===== config.mk =====
export PLATFORM = sky130hd
export DESIGN_NAME = ceespu_pc_ctrl_flat
export DESIGN_NICKNAME = d
export VERILOG_FILES = /design/src/rtl/ceespu_pc_ctrl_pkg.sv /design/src/rtl/ceespu_pc_ctrl_if.sv /design/src/rtl/ceespu_pc_ctrl_ras.sv /design/src/rtl/ceespu_pc_ctrl.sv /design/src/flat_wrapper.sv
export SDC_FILE = /design/constraint.sdc
export NUM_CORES = 1
export LEC_CHECK = 0
export ABC_AREA = 1
export ABC_CLOCK_PERIOD_IN_PS = 3700
export CORE_MARGIN = 1.5
export CORE_UTILIZATION = 49
export DETAILED_ROUTE_END_ITERATION = 10
export PLACE_DENSITY = 0.87
export SLEW_MARGIN = 30
export SYNTH_ARGS = -nofsm -noshare
export SYNTH_HDL_FRONTEND = slang
export SYNTH_HIERARCHICAL = 1
export SYNTH_SLANG_ARGS = --single-unit
export TNS_END_PERCENT = 20

===== constraint.sdc =====
create_clock -name i_clk -period 3.7 [get_ports i_clk]
set_input_delay 0.74 -clock i_clk [delete_from_list [all_inputs] [get_ports i_clk]]
set_output_delay 0.74 -clock i_clk [all_outputs]
set_load 0.005 [all_outputs]

===== src/rtl/ceespu_pc_ctrl_pkg.sv =====
// Shared defaults and types for the ceespu program-counter controller.
// Optional return-address stack is enabled with CEESPU_PC_RAS_EN.
package ceespu_pc_ctrl_pkg;

    localparam int unsigned PC_ADDR_W    = 14;
    localparam int unsigned PC_RESET_VEC = 0;
    localparam int unsigned PC_TRAP_VEC  = 4;
    localparam int unsigned PC_RAS_DEPTH = 4;

    typedef enum logic {
        NORMAL = 1'b0,
        TRAP   = 1'b1
    } pc_state_t;

endpackage


===== src/rtl/ceespu_pc_ctrl_if.sv =====
// Redirect/request bundle between decode/branch unit and the PC controller.
interface ceespu_pc_ctrl_if #(
    parameter int ADDR_W = 14
);
    logic              i_stall;
    logic              i_branch;
    logic [ADDR_W-1:0] i_branchAddress;
    logic              i_call;
    logic              i_ret;
    logic              i_trap;
    logic              i_reti;
    logic [ADDR_W-1:0] o_PC;
    logic [ADDR_W-1:0] o_epc;
    logic              o_inTrap;
    logic              o_rasMiss;

    modport master (
        output i_stall, i_branch, i_branchAddress, i_call, i_ret, i_trap, i_reti,
        input  o_PC, o_epc, o_inTrap, o_rasMiss
    );

    modport slave (
        input  i_stall, i_branch, i_branchAddress, i_call, i_ret, i_trap, i_reti,
        output o_PC, o_epc, o_inTrap, o_rasMiss
    );
endinterface


===== src/rtl/ceespu_pc_ctrl_ras.sv =====
// Circular return-address stack; a push when full overwrites the oldest entry.
// Push and pop together replace the top entry in place.
module ceespu_pc_ctrl_ras #(
    parameter int W     = 14,
    parameter int DEPTH = 4
) (
    input  logic         i_clk,
    input  logic         i_rst,
    input  logic         i_push,
    input  logic         i_pop,
    input  logic [W-1:0] i_data,
    output logic [W-1:0] o_top,
    output logic         o_empty,
    output logic         o_full
);
    localparam int CW = $clog2(DEPTH);

    logic [W-1:0]  r_mem [DEPTH];
    logic [CW-1:0] r_ptr;
    logic [CW:0]   r_count;
    logic          w_replace;
    logic          w_grow;
    logic [CW-1:0] w_wrIdx;

    assign o_empty   = (r_count == '0);
    assign o_full    = (r_count == (CW+1)'(DEPTH));
    assign o_top     = r_mem[r_ptr];
    // Pop on an empty stack has nothing to replace, so a paired push grows instead.
    assign w_replace = i_push && i_pop && !o_empty;
    assign w_grow    = i_push && !w_replace;
    assign w_wrIdx   = w_replace ? r_ptr : r_ptr + 1'b1;

    always_ff @(posedge i_clk) begin
        if (i_rst) begin
            r_ptr   <= '0;
            r_count <= '0;
        end else if (w_grow) begin
            r_ptr <= r_ptr + 1'b1;
            if (!o_full)
                r_count <= r_count + 1'b1;
        end else if (i_pop && !i_push && !o_empty) begin
            r_ptr   <= r_ptr - 1'b1;
            r_count <= r_count - 1'b1;
        end
    end

    always_ff @(posedge i_clk) begin
        if (i_push)
            r_mem[w_wrIdx] <= i_data;
    end
endmodule


===== src/rtl/ceespu_pc_ctrl.sv =====
// Fetch-stage PC controller: sequential advance, branch, trap/reti FSM with EPC.
// Define CEESPU_PC_RAS_EN to add call/return prediction through a return-address stack.
module ceespu_pc_ctrl
    import ceespu_pc_ctrl_pkg::*;
#(
    parameter int              ADDR_W    = PC_ADDR_W,
    parameter logic [ADDR_W-1:0] RESET_VEC = ADDR_W'(PC_RESET_VEC),
    parameter logic [ADDR_W-1:0] TRAP_VEC  = ADDR_W'(PC_TRAP_VEC),
    parameter int              RAS_DEPTH = PC_RAS_DEPTH
) (
    input  logic             i_clk,
    input  logic             i_rst,
    ceespu_pc_ctrl_if.slave  bus
);
    pc_state_t         r_state, w_stateNext;
    logic [ADDR_W-1:0] r_pc, r_epc;
    logic              r_rasMiss;
    logic [ADDR_W-1:0] w_npcBase, w_pcNext, w_epcNext;
    logic              w_takeTrap, w_takeReti;
    logic              w_push, w_pop, w_miss;
    logic [ADDR_W-1:0] w_rasTop;

    assign w_npcBase  = bus.i_stall ? r_pc : r_pc + 1'b1;
    assign w_takeTrap = bus.i_trap && (r_state == NORMAL);
    assign w_takeReti = bus.i_reti && (r_state == TRAP);

`ifdef CEESPU_PC_RAS_EN
    logic w_rasEmpty, w_rasFull, w_retReq;

    // Call/return only act when no higher-priority redirect claims the cycle.
    assign w_push   = !w_takeTrap && !w_takeReti && bus.i_branch && bus.i_call;
    assign w_retReq = !w_takeTrap && !w_takeReti && !bus.i_branch && bus.i_ret;
    assign w_pop    = w_retReq && !w_rasEmpty;
    assign w_miss   = w_retReq && w_rasEmpty;

    ceespu_pc_ctrl_ras #(
        .W     (ADDR_W),
        .DEPTH (RAS_DEPTH)
    ) u_ras (
        .i_clk   (i_clk),
        .i_rst   (i_rst),
        .i_push  (w_push),
        .i_pop   (w_pop),
        .i_data  (r_pc + 1'b1),
        .o_top   (w_rasTop),
        .o_empty (w_rasEmpty),
        .o_full  (w_rasFull)
    );

    logic w_unused;
    assign w_unused = &{1'b0, w_rasFull};
`else
    assign w_push   = 1'b0;
    assign w_pop    = 1'b0;
    assign w_miss   = 1'b0;
    assign w_rasTop = '0;

    logic w_unused;
    assign w_unused = &{1'b0, bus.i_call, bus.i_ret, w_push, RAS_DEPTH[0]};
`endif

    // FSM: state register
    always_ff @(posedge i_clk) begin
        if (i_rst) r_state <= NORMAL;
        else       r_state <= w_stateNext;
    end

    // FSM: next state
    always_comb begin
        w_stateNext = r_state;
        if (w_takeTrap)      w_stateNext = TRAP;
        else if (w_takeReti) w_stateNext = NORMAL;
    end

    // FSM: outputs
    always_comb begin
        bus.o_inTrap = (r_state == TRAP);
    end

    always_comb begin
        w_pcNext  = w_npcBase;
        w_epcNext = r_epc;
        if (w_takeTrap) begin
            w_pcNext  = TRAP_VEC;
            w_epcNext = w_npcBase;
        end else if (w_takeReti) begin
            w_pcNext = r_epc;
        end else if (bus.i_branch) begin
            w_pcNext = bus.i_branchAddress;
        end else if (w_pop) begin
            w_pcNext = w_rasTop;
        end
    end

    always_ff @(posedge i_clk) begin
        if (i_rst) begin
            r_pc      <= RESET_VEC;
            r_epc     <= '0;
            r_rasMiss <= 1'b0;
        end else begin
            r_pc      <= w_pcNext;
            r_epc     <= w_epcNext;
            r_rasMiss <= w_miss;
        end
    end

    assign bus.o_PC      = r_pc;
    assign bus.o_epc     = r_epc;
    assign bus.o_rasMiss = r_rasMiss;
endmodule


===== src/flat_wrapper.sv =====
// flat-port wrapper written by rule: the top's interface ports become plain ports
module ceespu_pc_ctrl_flat import ceespu_pc_ctrl_pkg::*;
#(
    parameter int              ADDR_W    = PC_ADDR_W,
    parameter logic [ADDR_W-1:0] RESET_VEC = ADDR_W'(PC_RESET_VEC),
    parameter logic [ADDR_W-1:0] TRAP_VEC  = ADDR_W'(PC_TRAP_VEC),
    parameter int              RAS_DEPTH = PC_RAS_DEPTH
)
  (i_clk, i_rst, bus_i_stall, bus_i_branch, bus_i_branchAddress, bus_i_call, bus_i_ret, bus_i_trap, bus_i_reti, bus_o_PC, bus_o_epc, bus_o_inTrap, bus_o_rasMiss);
  ceespu_pc_ctrl_if #(.ADDR_W(ADDR_W)) bus_i ();
  input  logic i_clk;
  input  logic i_rst;
  input wire logic [$bits(bus_i.i_stall)-1:0] bus_i_stall;
  input wire logic [$bits(bus_i.i_branch)-1:0] bus_i_branch;
  input wire logic [$bits(bus_i.i_branchAddress)-1:0] bus_i_branchAddress;
  input wire logic [$bits(bus_i.i_call)-1:0] bus_i_call;
  input wire logic [$bits(bus_i.i_ret)-1:0] bus_i_ret;
  input wire logic [$bits(bus_i.i_trap)-1:0] bus_i_trap;
  input wire logic [$bits(bus_i.i_reti)-1:0] bus_i_reti;
  output wire logic [$bits(bus_i.o_PC)-1:0] bus_o_PC;
  output wire logic [$bits(bus_i.o_epc)-1:0] bus_o_epc;
  output wire logic [$bits(bus_i.o_inTrap)-1:0] bus_o_inTrap;
  output wire logic [$bits(bus_i.o_rasMiss)-1:0] bus_o_rasMiss;
  assign bus_i.i_stall = bus_i_stall;
  assign bus_i.i_branch = bus_i_branch;
  assign bus_i.i_branchAddress = bus_i_branchAddress;
  assign bus_i.i_call = bus_i_call;
  assign bus_i.i_ret = bus_i_ret;
  assign bus_i.i_trap = bus_i_trap;
  assign bus_i.i_reti = bus_i_reti;
  assign bus_o_PC = bus_i.o_PC;
  assign bus_o_epc = bus_i.o_epc;
  assign bus_o_inTrap = bus_i.o_inTrap;
  assign bus_o_rasMiss = bus_i.o_rasMiss;
  ceespu_pc_ctrl #(.ADDR_W(ADDR_W), .RESET_VEC(RESET_VEC), .TRAP_VEC(TRAP_VEC), .RAS_DEPTH(RAS_DEPTH)) u_core (.i_clk(i_clk), .i_rst(i_rst), .bus(bus_i));
endmodule

==> results of run 1 <==
==> cell families (layout without fill, tap and decap cells) <==
group	after synthesis	after routing	synth area share (%)
AOI/OAI and AO/OA	34	34	12.42
xor gates and xnor gates	4	4	2.273
adders and majority gates	1	1	0.8116
buffers and inverters	31	79	8.441
DFF	29	29	37.66
muxes	1	1	0.6494
other	1	1	0.2433
and+or+nand+nor	125	125	37.50
==> layer usage <==
layer  vias to the layer above  routed length (um)  part of all wire [%]  GRT usage [%]
met4                         0                  66                   1.8          10.39
met2                        54                1668                    46          35.24
met1                       712                1652                    45          27.69
met5                         -                   0                     0              0
met3                         9                 247                   6.8          6.769
li1                        824                   -                     -              -
==> worst reg2reg max path: stages (launching register included) <==
cell and delay (ns):
dfxtp_1 0.36, nand2_1 0.53, inv_1 0.32, nor3_1 0.24
o21ai_0 0.10, o21ai_0 0.09
==> worst paths after layout <==
path                              from              endpoint  slack [ns]  depth (start not counted)
hold reg to reg   u_core/bus.o_epc[13]  u_core/bus.o_epc[13]        0.47                          2
setup / recovery            bus_i_reti    u_core/bus.o_PC[3]        1.55                          6
hold / removal    u_core/bus.o_epc[13]  u_core/bus.o_epc[13]        0.47                          2
setup reg to reg   u_core/bus.o_inTrap    u_core/bus.o_PC[3]        1.98                          5
==> power breakdown <==
part / switching [mW] / internal, mW
logic: 0.0615 / 0.0684
registers: 0.0180 / 0.329
clock network: 0.104 / 0.0895
total: 0.184 / 0.487
==> flip-flops by register name (all words and copies together) (netlist names) <==
name,flops
u_core/bus.o_PC,14
u_core/bus.o_epc,14
u_core/bus.o_inTrap,1
==> stage by stage <==
step | hold slack [ns] | cell area [um^2] | std cells | worst slack [ns] | power, mW
2_1_floorplan | 0.4568 | 1541 | 226 | 2.168 | 0.4152
3_3_place_gp | 0.4560 | 2041 | 311 | 1.247 | 0.4804
3_5_place_dp | 0.4585 | 2041 | 311 | 1.238 | 0.4839
4_1_cts | 0.4747 | 2096 | 318 | 1.563 | 0.6714
5_1_grt | 0.4951 | 2096 | 318 | 1.418 | 0.7031
6_report | 0.4695 | 2096 | 318 | 1.547 | 0.6711
==> final cells by class <==
| class | count | area, um^2 |
|---|---|---|
| clock buffer | 7 | 55.05 |
| fill | 255 | 932.1 |
| inverter | 23 | 86.33 |
| multi-input combinational | 166 | 830.8 |
| sequential | 29 | 580.6 |
| tap | 44 | 55.05 |
| timing repair buffer | 49 | 488.0 |
==> cell usage in the layout (no fill, tap or decap), types with 4 or more instances in the layout <==
master / Yosys / layout
dfxtp_1: 29 / 29
o21ai_0: 20 / 20
nand4_1: 4 / 4
nand3_1: 18 / 18
a21oi_1: 4 / 4
nand2_1: 69 / 69
clkdlybuf4s50_1: 0 / 48
clkbuf_4: 1 / 5
nor2_1: 18 / 18
inv_1: 22 / 22
==> impl_metrics.env, run 1 <==
export IMPL_outcome="completed"
export IMPL_track_usage_pct=22.26
export IMPL_vias_per_cell=5.028
export IMPL_setup_viol=0
export IMPL_core_mm2=0.003028
export IMPL_gp_congestion=0.8479
export IMPL_fin_setup_tns_ns=0
export IMPL_ys_async_sr_fraction_pct=0
export IMPL_holdCritPathClass="reg2reg"
export IMPL_syn_inst=226
export IMPL_clk_pin_slew_ns=0.08
export IMPL_path_max_fanout=22
export IMPL_num_vias=1599
export IMPL_die_width_um=59.09
export IMPL_cts_tree="built"
export IMPL_cp_common_cell="o21ai_0"
export IMPL_gr_total_overflow=0
export IMPL_fin_crit_ns=2.153
export IMPL_seq_area_frac_synth_pct=37.66
export IMPL_critPathTopFamily="simple AND/OR/NAND/NOR gates"
export IMPL_power_density_mw_per_mm2=320.2
export IMPL_p_leak_nw=0.8969
export IMPL_die_h_um=59.09
export IMPL_endpoint_kind="flip-flop"
export IMPL_dr_pass1_iters=4
export IMPL_die_area_mm2=0.003492
export IMPL_numCtsBuffers=5
export IMPL_syn_avg_cell_area_um2=6.821
export IMPL_clock_sinks=29
export IMPL_path_cells="clkdlybuf4s50_1 > nand2_1 > inv_1 > nor3_1 > o21ai_0 > o21ai_0"
export IMPL_hold_viol_final=0
export IMPL_synth_cell_types=32
export IMPL_ir_drop_v=0.0001898
export IMPL_finClkSkew_ns=0.004546
export IMPL_drt_initial_drc_count=76
export IMPL_yosys_top_cells_area="dfxtp_1 38%, nand2_1 17%, o21ai_0 6.5%"
export IMPL_finish_net_count=297
export IMPL_synth_seq_cells=29
export IMPL_ant_nets=0
export IMPL_slew_headroom_pct=53.60
export IMPL_arrival_ns=2.40
export IMPL_cp_required_ns=3.94
export IMPL_tightest_slew_ns=0.6943
export IMPL_antenna_cells=0
export IMPL_grt_pass1_vias=1348
export IMPL_grt_start_max_net_pins=23
export IMPL_port_buffers=48
export IMPL_h_tree_depth=2
export IMPL_fmax_ghz=0.4646
export IMPL_cp_start_kind="primary input"
export IMPL_synthToLayoutAreaGrowth_pct=35.96
export IMPL_yosysMostFrequentCell="nand2_1"
export IMPL_rsz0062_at_grt="false"
export IMPL_cp_slowest_cell="nand2_1"
export IMPL_drc_errors=0
export IMPL_drive_gt1_share_pct=7.299
export IMPL_cts_hold_fix_buffers=0
export IMPL_cts_setup_buffers=0
export IMPL_utilization_pct=69.21
export IMPL_clock_latency_ns=0.33
export IMPL_maxSlewViolCount=0
export IMPL_grt_pass1_wl_mm=5.844
export IMPL_dp_hpwl_mm=2.630
export IMPL_synth_main_ff_cell="dfxtp_1"
export IMPL_yosys_warnings=6
export IMPL_period_share_pct=58.18
export IMPL_critPathBufInv=2
export IMPL_wl_mm=3.634
export IMPL_cts_max_path_buffers=2
export IMPL_synth_top_area_share_pct=37.66
export IMPL_wl_per_cell_um=11.43
export IMPL_synth_nets=249
export IMPL_cts_root_buffer="clkbuf_4"
export IMPL_yosys_area_top_type="dfxtp_1"
export IMPL_crit_type="in2reg"
export IMPL_start_util_pct=50.91
export IMPL_synth_area_mm2=0.001541
export IMPL_ioPinCount=52
export IMPL_synth_commonest_cells="69 x nand2_1, 29 x dfxtp_1, 22 x inv_1"
export IMPL_cpPeakStageDelay_ns=0.52
export IMPL_rows=20
export IMPL_cap_violations=0
export IMPL_synth_edff_count=0
export IMPL_antenna_found_initial=0
export IMPL_cts_resized=0
Power figures use the tool's default switching activity.
==> run 2, diff against run 1 <==
--- a/config.mk
+++ b/config.mk
@@ -6,11 +6,11 @@
 export NUM_CORES = 1
 export LEC_CHECK = 0
 export ABC_AREA = 1
-export ABC_CLOCK_PERIOD_IN_PS = 3700
+export ABC_CLOCK_PERIOD_IN_PS = 2100
 export CORE_MARGIN = 1.5
-export CORE_UTILIZATION = 49
+export CORE_UTILIZATION = 45
 export DETAILED_ROUTE_END_ITERATION = 10
-export PLACE_DENSITY = 0.87
+export PLACE_DENSITY = 0.81
 export SLEW_MARGIN = 30
 export SYNTH_ARGS = -nofsm -noshare
 export SYNTH_HDL_FRONTEND = slang
==> constraint.sdc (replaced) <==
create_clock -name i_clk -period 2.1 [get_ports i_clk]
set_input_delay 0.42 -clock i_clk [delete_from_list [all_inputs] [get_ports i_clk]]
set_output_delay 0.42 -clock i_clk [all_outputs]
set_load 0.005 [all_outputs]
==> impl_metrics.env, run 2 (synthesis gave the netlist of run 1 again) <==
export IMPL_outcome="completed"
export IMPL_num_vias=1611
export IMPL_cts_tree="built"
export IMPL_multi_input_area_um2=830.8
export IMPL_p_leak_nw=0.9206
export IMPL_cts_root_buffer="clkbuf_4"
export IMPL_arrival_ns=1.33
export IMPL_track_usage_pct=21.79
export IMPL_critPathTopFamily="buffers and inverters"
export IMPL_cts_setup_buffers=0
export IMPL_clock_sinks=29
export IMPL_dp_hpwl_mm=2.764
export IMPL_die_area_mm2=0.003785
export IMPL_h_tree_depth=2
export IMPL_utilization_pct=64.55
export IMPL_fin_setup_tns_ns=0
export IMPL_power_density_mw_per_mm2=548.7
export IMPL_ant_nets=0
export IMPL_worst_slack_ns=0.3494
export IMPL_rows=21
export IMPL_power_total_mw=1.173
export IMPL_drt_initial_drc_count=75
export IMPL_antenna_cells=0
export IMPL_synthToLayoutAreaGrowth_pct=38.64
export IMPL_seqCellArea_um2=580.6
export IMPL_wl_mm=3.684
export IMPL_grt_pass1_vias=1478
export IMPL_grt_start_max_net_pins=17
export IMPL_path_cells="clkdlybuf4s50_1"
export IMPL_gp_congestion=0.8027
export IMPL_cts_resized=0
export IMPL_crit_type="reg2out"
export IMPL_cpPeakStageDelay_ns=0.55
export IMPL_clk_pin_slew_ns=0.09
export IMPL_n_fill_cell=304
export IMPL_drive_gt1_share_pct=8.897
export IMPL_cp_slowest_cell="clkdlybuf4s50_1"
export IMPL_layout_commonest_cell="nand2_1"
export IMPL_fin_crit_ns=1.751
export IMPL_clock_latency_ns=0.33
export IMPL_dpl_cell_area_mm2=0.002088
export IMPL_finish_net_count=303
export IMPL_vias_per_cell=4.927
export IMPL_start_util_pct=46.56
export IMPL_core_mm2=0.003311
export IMPL_path_max_fanout=4
export IMPL_grt_pass1_wl_mm=5.975
export IMPL_hold_viol_final=0
export IMPL_cts_hold_fix_buffers=0
export IMPL_gr_total_overflow=0
export IMPL_dr_pass1_iters=5
export IMPL_setup_viol=0
export IMPL_period_share_pct=83.36
export IMPL_numCtsBuffers=5
export IMPL_final_area_mm2=0.002137
export IMPL_cap_violations=0
export IMPL_ir_drop_v=0.0003219
export IMPL_ioPinCount=52
export IMPL_antenna_found_initial=0
export IMPL_wl_per_cell_um=11.27
export IMPL_cts_max_path_buffers=2
export IMPL_rsz0062_at_grt="false"
export IMPL_holdCritPathClass="reg2reg"
export IMPL_die_h_um=61.53
export IMPL_die_width_um=61.53
export IMPL_final_cell_mix="69 x nand2_1, 48 x clkdlybuf4s50_1, 29 x dfxtp_1"
export IMPL_fmax_ghz=0.5712
export IMPL_cp_required_ns=1.68
export IMPL_pre_cts_slack_ns=0.2854
export IMPL_critPathBufInv=1
export IMPL_port_buffers=48
export IMPL_maxSlewViolCount=0
export IMPL_endpoint_kind="primary output"
export IMPL_drc_errors=0
export IMPL_cp_start_kind="flip-flop"
export IMPL_finClkSkew_ns=0.003655
## run 2: cell types whose count changed in the layout (fill, tap and decap cells not counted), sizes merged
cell / before / now
buf: 1 / 7
clkbuf: 7 / 8
## run 2: path summary, 6_finish.rpt
check | start | endpoint | slack, ns | cells after the start
max | u_core/bus.o_PC[2] | bus_o_PC[2] | 0.35 | 1
max reg2reg | u_core/bus.o_PC[0] | u_core/bus.o_PC[8] | 0.66 | 8
min | u_core/bus.o_epc[9] | u_core/bus.o_epc[9] | 0.47 | 2
min reg2reg | u_core/bus.o_epc[9] | u_core/bus.o_epc[9] | 0.47 | 2
## run 2: metal layers
metal,vias to the layer above,wire length (um),part of all wire (%),track usage [%]
met2,63,1653,45,34.14
met5,-,0,0,0
li1,837,-,-,-
met1,700,1642,45,26.35
met3,11,273,7.4,5.672
met4,0,114,3.1,13.98
## run 2: layout make-up
| cell class | count | share of cell area [%] |
|---|---|---|
| multi-input cells | 166 | 38.88 |
| repair buffers | 55 | 24.94 |
| inverters | 23 | 4.040 |
| flip-flops and latches | 29 | 27.17 |
| clock buffers | 8 | 2.283 |
| well taps | 46 | 2.693 |
## run 2: per-stage QoR
stage / hold slack [ns] / cells
floorplan: 0.4568 / 226
global placement: 0.4566 / 319
detailed placement: 0.4564 / 319
CTS: 0.4711 / 327
global route: 0.4867 / 327
finish: 0.4675 / 327
## run 2: report_power, final
| part | internal (mW) | switching [mW] |
|---|---|---|
| Combinational | 0.128 | 0.108 |
| Sequential | 0.580 | 0.0322 |
| Clock | 0.133 | 0.191 |
| Total | 0.842 | 0.331 |
==> run 3, diff against run 2 <==
--- a/config.mk
+++ b/config.mk
@@ -6,11 +6,11 @@
 export NUM_CORES = 1
 export LEC_CHECK = 0
 export ABC_AREA = 1
-export ABC_CLOCK_PERIOD_IN_PS = 2100
+export ABC_CLOCK_PERIOD_IN_PS = 1500
 export CORE_MARGIN = 1.5
-export CORE_UTILIZATION = 45
+export CORE_UTILIZATION = 41
 export DETAILED_ROUTE_END_ITERATION = 10
-export PLACE_DENSITY = 0.81
+export PLACE_DENSITY = 0.78
 export SLEW_MARGIN = 30
 export SYNTH_ARGS = -nofsm -noshare
 export SYNTH_HDL_FRONTEND = slang
==> constraint.sdc (replaced) <==
create_clock -name i_clk -period 1.5 [get_ports i_clk]
set_input_delay 0.3 -clock i_clk [delete_from_list [all_inputs] [get_ports i_clk]]
set_output_delay 0.3 -clock i_clk [all_outputs]
set_load 0.005 [all_outputs]
==> impl_metrics.env, run 3 (synthesis gave the netlist of run 1 again) <==
export IMPL_drc_errors=0
export IMPL_utilization_pct=63.40
export IMPL_rows=22
export IMPL_track_usage_pct=21.34
export IMPL_ir_drop_v=0.0004609
export IMPL_numCtsBuffers=5
export IMPL_h_tree_depth=2
export IMPL_hold_path_depth=2
export IMPL_antenna_found_initial=0
export IMPL_combPwrFrac_pct=19.5
export IMPL_r2r_end="u_core/bus.o_PC[12]"
export IMPL_cts_hold_fix_buffers=0
export IMPL_finish_net_count=312
export IMPL_min_to="u_core/bus.o_epc[13]"
export IMPL_dp_hpwl_mm=3.030
export IMPL_fin_setup_tns_ns=0
export IMPL_fmax_ghz=0.6894
export IMPL_gr_total_overflow=0
export IMPL_whs_ns=0.4707
export IMPL_core_mm2=0.003633
export IMPL_hold_viol_final=0
export IMPL_cap_violations=0
export IMPL_final_cell_mix="69 x nand2_1, 45 x clkdlybuf4s50_1, 22 x inv_1"
export IMPL_path_cells="clkdlybuf4s50_1"
export IMPL_cts_root_buffer="clkbuf_8"
export IMPL_cp_slowest_cell="clkdlybuf4s50_1"
export IMPL_clockPowerShare_pct=34.1
export IMPL_clock_sinks=29
export IMPL_r2r_cells=8
export IMPL_r2r_start="u_core/bus.o_PC[1]"
export IMPL_cts_tree="built"
export IMPL_endpoint_kind="primary output"
export IMPL_wl_per_cell_um=11.79
export IMPL_p_leak_nw=1.031
export IMPL_power_density_mw_per_mm2=803.5
export IMPL_critPathBufInv=1
export IMPL_vias_per_cell=4.869
export IMPL_grt_pass1_wl_mm=6.865
export IMPL_p_sw_share_pct=25.43
export IMPL_seq_power_share_pct=46.4
export IMPL_port_buffers=48
export IMPL_cpPeakStageDelay_ns=0.51
export IMPL_critPathTopFamily="buffers and inverters"
export IMPL_layout_commonest_cell="nand2_1"
export IMPL_p_int_mw=1.380
export IMPL_ant_nets=0
export IMPL_dp_cells=330
export IMPL_dr_pass1_iters=4
export IMPL_antenna_cells=0
export IMPL_rsz0062_at_grt="true"
export IMPL_path_max_fanout=4
export IMPL_outcome="completed"
export IMPL_drt_initial_drc_count=68
export IMPL_drive_gt1_share_pct=17.30
export IMPL_crit_type="reg2out"
export IMPL_fin_crit_ns=1.451
export IMPL_setup_worst_path_start="u_core/bus.o_PC[5]"
export IMPL_p_sw_mw=0.4707
export IMPL_reg2reg_setup_slack_ns=0.17
export IMPL_cts_max_path_buffers=2
export IMPL_holdCritPathClass="reg2reg"
export IMPL_period_share_pct=96.70
export IMPL_arrival_ns=1.15
export IMPL_grt_start_max_net_pins=20
export IMPL_die_width_um=64.32
export IMPL_min_delay_start="u_core/bus.o_epc[13]"
export IMPL_setup_viol=0
export IMPL_finClkSkew_ns=0.003465
export IMPL_die_area_mm2=0.004136
export IMPL_gp_congestion=0.8116
export IMPL_stdcell_count=337
export IMPL_wl_mm=3.973
export IMPL_num_vias=1641
export IMPL_clock_latency_ns=0.27
export IMPL_maxSlewViolCount=0
export IMPL_die_h_um=64.32
export IMPL_clk_pin_slew_ns=0.06
export IMPL_synthToLayoutAreaGrowth_pct=49.43
export IMPL_grt_pass1_vias=1545
export IMPL_cp_required_ns=1.20
export IMPL_cp_start_kind="flip-flop"
export IMPL_start_util_pct=42.42
export IMPL_ioPinCount=52
-- run 3: changes by cell type in the layout (fill, tap and decap cells not counted), sizes merged --
cell | before | now
buf | 7 | 16
clkbuf | 8 | 7
clkdlybuf4s50 | 48 | 45
dlygate4sd2 | 0 | 1
dlymetal6s2s | 0 | 2
-- run 3: repair_timing --
action                     4_1_cts  5_1_grt
buffers inserted                 0        0
setup endpoints to repair       12       14
resized for setup               14        8
hold endpoints to repair         0        0
-- run 3: worst max-delay path by stage --
stage | end | slack (ns) | depth (start not counted)
final | bus_o_PC[5] | 0.05 | 1
after global routing | u_core/bus.o_PC[5] | -0.04 | 8
after CTS | bus_o_PC[1] | 0.006 | 1
after floorplan | u_core/bus.o_PC[6] | 0.17 | 8
after detailed placement | u_core/bus.o_PC[5] | -0.20 | 8
after global placement | u_core/bus.o_PC[5] | -0.14 | 8
-- run 3: final cells by class --
| cell class | instances | area (um^2) |
|---|---|---|
| clock buffers | 7 | 86.33 |
| fillers | 341 | 1330 |
| inverters | 23 | 86.33 |
| multi-input cells | 166 | 833.3 |
| flip-flops and latches | 29 | 608.1 |
| well taps | 48 | 60.06 |
| repair buffers | 64 | 629.4 |
-- run 3: through the flow --
| stage | setup WS, ns | instance area (um^2) | power [mW] |
|---|---|---|---|
| after global routing | -0.03673 | 2303 | 1.977 |
| after CTS | 0.006001 | 2286 | 1.876 |
| after detailed placement | -0.1988 | 2183 | 1.235 |
| after global placement | -0.1364 | 2183 | 1.229 |
| final | 0.04947 | 2303 | 1.851 |
| after floorplan | 0.1731 | 1541 | 1.024 |
-- run 3: routing by layer --
layer / part of all wire, % / wire [um] / track usage (%) / vias to the layer above
met5: 0 / 0 / 0 / -
met4: 0.73 / 29 / 6.649 / 0
met3: 5.1 / 202 / 5.282 / 4
met2: 49 / 1960 / 37.24 / 44
met1: 45 / 1782 / 25.62 / 739
li1: - / - / - / 854
-- run 3: power by group through the flow --
stage,logic (mW),clock network [mW],registers (mW)
final,0.361,0.631,0.860
after global routing,0.398,0.712,0.867
after CTS,0.361,0.652,0.862
after detailed placement,0.360,0,0.875
after global placement,0.356,0,0.874
after floorplan,0.153,0,0.871
